$ cat src/rtl/uart_rx_word.sv
// UART receiver for 32-bit word frames: start bit, WORD_BITS data bits LSB first, stop bit.
// Each word is presented on a valid/ready holding register, with framing-error and overrun pulses.
//
// state       | meaning
// ------------+---------------------------------------------------------
// S_IDLE      | line idle, waiting for a low level on rx_s
// S_START     | counting to mid start bit, then confirm it is still low
// S_DATA      | sampling WORD_BITS data bits one bit period apart
// S_STOP      | sampling the stop bit one bit period after the last data bit
// S_WAIT_HIGH | bad stop bit seen; wait for the line to return high
module uart_rx_word #(
    parameter int CLKS_PER_BIT = 86,
    parameter int WORD_BITS    = 32
) (
    input  logic                 iclk,
    input  logic                 irst_n,
    input  logic                 rx_serial,
    input  logic                 rx_data_ready,
    output logic [WORD_BITS-1:0] rx_byte,
    output logic                 rx_data_valid,
    output logic                 rx_active,
    output logic                 rx_frame_err,
    output logic                 rx_overrun
);

    localparam int CW = $clog2(CLKS_PER_BIT);
    localparam logic [CW-1:0] CNT_LAST = CW'(CLKS_PER_BIT - 1);
    localparam logic [CW-1:0] CNT_HALF = CW'((CLKS_PER_BIT - 1) / 2);
    localparam logic [4:0]    BIT_LAST = 5'(WORD_BITS - 1);

    typedef enum logic [2:0] {
        S_IDLE,
        S_START,
        S_DATA,
        S_STOP,
        S_WAIT_HIGH
    } state_t;

    state_t               state;
    state_t               state_nxt;
    logic                 sync1;
    logic                 rx_s;
    logic [CW-1:0]        clk_cnt;
    logic [CW-1:0]        clk_cnt_nxt;
    logic [4:0]           bit_idx;
    logic [4:0]           bit_idx_nxt;
    logic [WORD_BITS-1:0] shift;
    logic                 sample_bit;
    logic                 good_stop;
    logic                 bad_stop;

    always_ff @(posedge iclk or negedge irst_n) begin
        if (!irst_n) begin
            sync1 <= 1'b1;
            rx_s  <= 1'b1;
        end else begin
            sync1 <= rx_serial;
            rx_s  <= sync1;
        end
    end

    always_ff @(posedge iclk or negedge irst_n) begin
        if (!irst_n) begin
            state   <= S_IDLE;
            clk_cnt <= '0;
            bit_idx <= '0;
        end else begin
            state   <= state_nxt;
            clk_cnt <= clk_cnt_nxt;
            bit_idx <= bit_idx_nxt;
        end
    end

    always_comb begin
        state_nxt   = state;
        clk_cnt_nxt = clk_cnt;
        bit_idx_nxt = bit_idx;
        sample_bit  = 1'b0;
        good_stop   = 1'b0;
        bad_stop    = 1'b0;
        case (state)
            S_IDLE: begin
                clk_cnt_nxt = '0;
                bit_idx_nxt = '0;
                if (!rx_s) state_nxt = S_START;
            end
            S_START: begin
                if (clk_cnt == CNT_HALF) begin
                    clk_cnt_nxt = '0;
                    // A start bit that is high again at mid-bit is treated as line noise.
                    state_nxt   = rx_s ? S_IDLE : S_DATA;
                end else begin
                    clk_cnt_nxt = clk_cnt + 1'b1;
                end
            end
            S_DATA: begin
                if (clk_cnt == CNT_LAST) begin
                    clk_cnt_nxt = '0;
                    sample_bit  = 1'b1;
                    if (bit_idx == BIT_LAST) begin
                        bit_idx_nxt = '0;
                        state_nxt   = S_STOP;
                    end else begin
                        bit_idx_nxt = bit_idx + 1'b1;
                    end
                end else begin
                    clk_cnt_nxt = clk_cnt + 1'b1;
                end
            end
            S_STOP: begin
                if (clk_cnt == CNT_LAST) begin
                    clk_cnt_nxt = '0;
                    if (rx_s) begin
                        good_stop = 1'b1;
                        state_nxt = S_IDLE;
                    end else begin
                        bad_stop  = 1'b1;
                        state_nxt = S_WAIT_HIGH;
                    end
                end else begin
                    clk_cnt_nxt = clk_cnt + 1'b1;
                end
            end
            S_WAIT_HIGH: begin
                if (rx_s) state_nxt = S_IDLE;
            end
            default: state_nxt = S_IDLE;
        endcase
    end

    always_ff @(posedge iclk or negedge irst_n) begin
        if (!irst_n) begin
            shift <= '0;
        end else begin
            for (int i = 0; i < WORD_BITS; i++) begin
                if (sample_bit && (bit_idx == 5'(i))) shift[i] <= rx_s;
            end
        end
    end

    // A full holding register accepts a new word only if it is being drained this same cycle.
    always_ff @(posedge iclk or negedge irst_n) begin
        if (!irst_n) begin
            rx_byte       <= '0;
            rx_data_valid <= 1'b0;
            rx_frame_err  <= 1'b0;
            rx_overrun    <= 1'b0;
        end else begin
            rx_frame_err <= bad_stop;
            rx_overrun   <= 1'b0;
            if (good_stop && (!rx_data_valid || rx_data_ready)) begin
                rx_byte       <= shift;
                rx_data_valid <= 1'b1;
            end else if (good_stop) begin
                rx_overrun <= 1'b1;
            end else if (rx_data_valid && rx_data_ready) begin
                rx_data_valid <= 1'b0;
            end
        end
    end

    assign rx_active = (state != S_IDLE);

endmodule

$ cat config.mk
export PLATFORM = sky130hd
export DESIGN_NAME = uart_rx_word
export DESIGN_NICKNAME = d
export VERILOG_FILES = /design/src/rtl/uart_rx_word.sv
export SDC_FILE = /design/constraint.sdc
export NUM_CORES = 1
export LEC_CHECK = 0
export ABC_CLOCK_PERIOD_IN_PS = 2700
export CAP_MARGIN = 10
export CORE_UTILIZATION = 40
export CTS_BUF_LIST = sky130_fd_sc_hd__clkbuf_16
export CTS_CLUSTER_DIAMETER = 120
export CTS_CLUSTER_SIZE = 25
export DETAILED_ROUTE_END_ITERATION = 10
export PLACE_DENSITY = 0.59
export REMOVE_ABC_BUFFERS = 1
export SYNTH_ARGS = -nofsm -noshare
export SYNTH_HDL_FRONTEND = slang
export SYNTH_SLANG_ARGS = --single-unit
$ cat constraint.sdc
create_clock -name iclk -period 2.7 [get_ports iclk]
set_input_delay 0.405 -clock iclk [delete_from_list [all_inputs] [get_ports iclk]]
set_output_delay 0.405 -clock iclk [all_outputs]
set_load 0.01 [all_outputs]
Word level (Yosys, flattened, before mapping):

Cells that the tools add are included.

* register bits after elaboration: 84
* output and inout port bits: 36
* bits of input ports: 4
* logic and storage cells: 161

* reductions and logical operators: 46
* eq/ne operators: 44
* add/sub/neg operators: 2
* mux-type cells: 28

Operators by type and width (count)
* 5-bit == test (second input constant): 16
* 5-bit by 4-bit == test with 1-bit output (second input constant): 8
* 1-bit logical AND: 34
* 3-bit 2-to-1 mux: 7
* 7-bit one-hot mux with 3 select lines: 1
* 5-bit by 3-bit == test with 1-bit output (second input constant): 4
* 3-bit one-hot mux with 5 select lines: 1
* 7-bit 2-to-1 mux: 2
* 1-bit 2-to-1 mux: 13
* 2-bit != test (second input constant): 6
* 5-bit by 2-bit == test with 1-bit output (second input constant): 2
* 5-bit 2-to-1 mux: 2
* 5-bit one-hot mux with 2 select lines: 1
* 7-bit by 1-bit adder with 7-bit output (second input constant): 1
* 7-bit by 6-bit == test with 1-bit output (second input constant): 1
* 7-bit == test (second input constant): 1
* 3-bit by 2-bit == test with 1-bit output (second input constant): 2
* 6-bit AND reduction: 1
* 3-bit nonzero test: 2
* 5-bit by 1-bit adder with 5-bit output (second input constant): 1
* 5-bit by 1-bit == test with 1-bit output (second input constant): 1
* 5-bit logical NOT: 1
* 2-bit AND reduction: 2
* 2-bit nonzero test: 2
* 8 further kinds: 8

Depth between registers and ports, before layout:

Gate-level depths: netlist of run 1.

* depth after elaboration: 6
* gate-level depth with buffers: 9
* gate-level depth less buffers: 6

Worst setup path after synthesis of run 1:

Ideal clock, no wire load.

* path kind: reg-to-reg
* start point: reg rx_s
* end point: reg rx_byte[0]
* cell stages (with the launch flop): 8
* data required time: 2575 ps
* period minus slack after synthesis: 1847 ps
* setup time: 125 ps
* data arrival time: 1723 ps
* setup slack: 853 ps
* path buffers: 3
* cells stage by stage: dfstp_2 clkbuf_1 and4b_1 nand3_2 nor2b_1 buf_4 buf_6 mux2_2

* longest elaborated chain between the ends: 4

RTL lines
* start, declared: line 42 `logic rx_s;`
* start signal, assigned: line 58 `rx_s <= sync1;`
* 1-bit 2-to-1 mux: line 113 `if (rx_s) begin`
* 1-bit 2-to-1 mux: line 111 `if (clk_cnt == CNT_LAST) begin`
* 1-bit 2-to-1 mux: line 81 `case (state)`
* 1-bit logical AND: line 151 `if (good_stop && (!rx_data_valid || rx_data_ready)) begin`
* end signal, assigned: line 152 `rx_byte <= shift;`
* end, declared: line 19 `output logic [WORD_BITS-1:0] rx_byte,`

No other way between the ends.
A chain may end at the register's enable or synchronous reset.

Worst setup path after layout of run 1:

* start point: reg state[2]
* end point: out rx_active

* longest elaborated chain between the ends: 1

RTL lines
* start, declared: line 39 `state_t state;`
* start signal, assigned: line 68 `state <= state_nxt;`
* 3-bit nonzero test: line 162 `assign rx_active = (state != S_IDLE);`
* end, declared: line 21 `output logic rx_active,`

No other way between the ends.

==> results.sh, run 1 <==
export IMPL_design_die_area_um2=10100
export IMPL_num_rows=35
export IMPL_grt_pass1_wl_mm=12.0
export IMPL_relSlewSlack_pct=56.9
export IMPL_clk_pin_slew_ns=0.06
export IMPL_ios=40
export IMPL_syn_avg_cell_area_um2=12.4
export IMPL_die_h_um=100
export IMPL_syn_cell_area_um2=3870
export IMPL_setup_viol=0
export IMPL_core_area_um2=9330
export IMPL_cp_start_kind="flip-flop"
export IMPL_yosys_area_top_type_share_pct=53.0
export IMPL_synth_area_leaders="dfrtp_1 (53%), mux2_1 (9.0%), mux2_2 (9.0%), ha_1 (2.9%), nor4_2 (2.3%)"
export IMPL_synth_seq_area_share_pct=54.3
export IMPL_ff_latch_area_um2=2100
export IMPL_grt_max_degree=46
export IMPL_synthArstFlopShare_pct=100
export IMPL_reg2reg_depth=4
export IMPL_drt_wl_total_mm=6.84
export IMPL_num_nets_final=356
export IMPL_period_share_pct=87.3
export IMPL_met1Wirelength_mm=3.19
export IMPL_portBuffers=39
export IMPL_overflow=0
export IMPL_synth_edf_count=0
export IMPL_leakage_nw=2.08
export IMPL_multiInputGateArea_um2=1590
export IMPL_die_w_um=100
export IMPL_worst_slew_pin_slew_ns=0.647
export IMPL_cts_buffer_depth=2
export IMPL_synthTopCellsByCount="dfrtp_1 (82), mux2_1 (31), mux2_2 (31), nand2_1 (19), nor3_1 (16)"
export IMPL_fin_area_um2=4610
export IMPL_synth_largest_area_cell="dfrtp_1"
export IMPL_insertion_delay_ns=0.34
export IMPL_cts_htree_levels=3
export IMPL_dp_cells=461
export IMPL_setup_ws_ns=0.342
export IMPL_synth_most_common_cell="dfrtp_1"
export IMPL_antenna_found_initial=0
export IMPL_cts_tree="built"
export IMPL_layout_drive_gt1_share_pct=19.0
export IMPL_wl_met2_mm=3.34
export IMPL_rsz0062_at_grt="false"
export IMPL_cap_violations=0
export IMPL_n_antenna_cell=0
export IMPL_vias=2414
export IMPL_hp_class="in2async"
export IMPL_globalplace_congestion=0.753
export IMPL_dp_slack_ns=0.563
export IMPL_crit_type="reg2out"
export IMPL_synth_seq_cells=84
export IMPL_endpoint_kind="output pin"
export IMPL_fin_skew_ns=0.00663
export IMPL_run_status="complete, no violations"
export IMPL_ys_flop_type="dfrtp_1"
export IMPL_cts_buffers=9
export IMPL_viasPerCell=5.06
export IMPL_required_ns=2.30
export IMPL_fin_crit_ns=2.36
export IMPL_start_util_pct=41.5
export IMPL_yosysWarningCount=0
export IMPL_track_usage_pct=15.5
export IMPL_slowest_delay_ns=0.58
export IMPL_post_cts_resized=0
export IMPL_max_freq_ghz=0.424
export IMPL_n_fill_cell=873
export IMPL_cts_sinks=84
export IMPL_drtPass1Iterations=4
export IMPL_slew_violations=0
export IMPL_dr_wl_met3_um=191
export IMPL_drtIter0Drc=85
export IMPL_area_growth_pct=19.0
export IMPL_antenna_left=0
export IMPL_hold_viol=0
export IMPL_syn_inst=312
export IMPL_avgRoutedWirePerCell_um=14.3
export IMPL_cp_data_arrival_time_ns=1.95
export IMPL_crit_chain="or3_1, clkdlybuf4s50_1"
export IMPL_cts_setup_buffers=0
export IMPL_drc=0
export IMPL_crit_fanout=18
export IMPL_cts_hold_buf=0
export IMPL_dp_hpwl_mm=4.57
export IMPL_root_buffer="clkbuf_16"
export IMPL_cp_slowest_cell="dfrtp_1"
export IMPL_powerDensity_nw_per_um2=549
export IMPL_irDropWorstVdd_mv=0.326
export IMPL_placed_area_um2=4330
export IMPL_final_cells=477
export IMPL_total_power_w=0.00253
export IMPL_final_setup_tns_ns=0
export IMPL_top_layer="met4"
export IMPL_synth_cell_types=44
export IMPL_grt_pass1_vias=2364
state kept, by name, summed over array words and instances (netlist names):
name / cells
clk_cnt: 7
rx_overrun: 1
sync1: 1
rx_frame_err: 1
rx_data_valid: 1
shift: 32
bit_idx: 5
rx_s: 1
state: 3
rx_byte: 32
cell usage in the layout, fill, tap and decap left out, types with 3 or more instances in the layout:
cell and instances:
dfrtp_1 82, nand2b_1 3, xor2_1 4, nand2_1 19
nand4_1 10, nor2_1 11, clkbuf_16 9, clkdlybuf4s50_1 38
inv_1 9, mux2_2 31, o31ai_1 3, a21oi_1 3
o21ai_0 9, mux2_1 31, nor3_1 16, nand3_1 7
o211ai_1 3, buf_4 4, nor4_2 7, inv_6 3
and2_1 5, ha_1 9
path summary, 6_finish.rpt:
path	startpoint	slack, ns	end
worst min-delay path	irst_n	0.04	rx_byte[29]
worst min register to register	sync1	0.36	rx_s
max in group asynchronous	irst_n	2.05	state[2]
min in group iclk	sync1	0.36	rx_s
worst max register to register	clk_cnt[3]	0.57	shift[18]
worst max-delay path	state[2]	0.34	rx_active
layer usage:
layer  GRT usage (%)  vias to the layer above
met5               0                        -
met4            6.58                        0
met3            3.62                       10
met2            24.4                       36
met1            20.5                     1201
li1                -                     1167
metrics by stage:
stage | utilization (%) | hold slack (ns)
floorplan | - | 0.109
global placement | 46.4 | 0.347
detailed placement | 46.4 | 0.349
CTS | 49.4 | 0.0603
global route | 49.4 | 0.0991
finish | 49.4 | 0.0397
critical path, delay by kind of cell, from the launching register on:
| kind | cells | cell delay, ns |
|---|---|---|
| DFF | 1 | 0.58 |
| and+or+nand+nor | 1 | 0.53 |
| buffers and inverters | 1 | 0.51 |
cell type report:
class                      count  share of cell area [%]
sequential                    84                    45.7
multi-input combinational    195                    34.6
timing repair buffer          43                    9.34
clock buffer                   9                    4.89
tap                          129                    3.50
clock inverter                 7                    1.25
inverter                      10                   0.814
kinds of logic (layout without fill, tap and decap cells):
group,count (synthesis),after routing,share of synthesized area [%]
buffers and inverters,33,69,4.62
DFF,84,84,54.3
and+or+nand+nor,96,96,15.2
adders and majority gates,9,9,2.91
AOI/OAI and AO/OA,24,24,3.97
muxes,62,62,18.0
xor gates and xnor gates,4,4,0.904
report_power, final:
| group | leakage, nW | internal [W] | switching [W] |
|---|---|---|---|
| clock | 0.135 | 0.000637 | 0.000526 |
| combinational | 0.792 | 0.0000263 | 0.0000532 |
| sequential | 1.16 | 0.00127 | 0.0000176 |
Note: power is estimated with default switching activity, not from simulation.
==> run 2: changes to the inputs <==
CAP_MARGIN = 30   (was 10)
==> results of run 2 <==
Same layout as run 1: the final DEF is identical, and so are final timing and power.
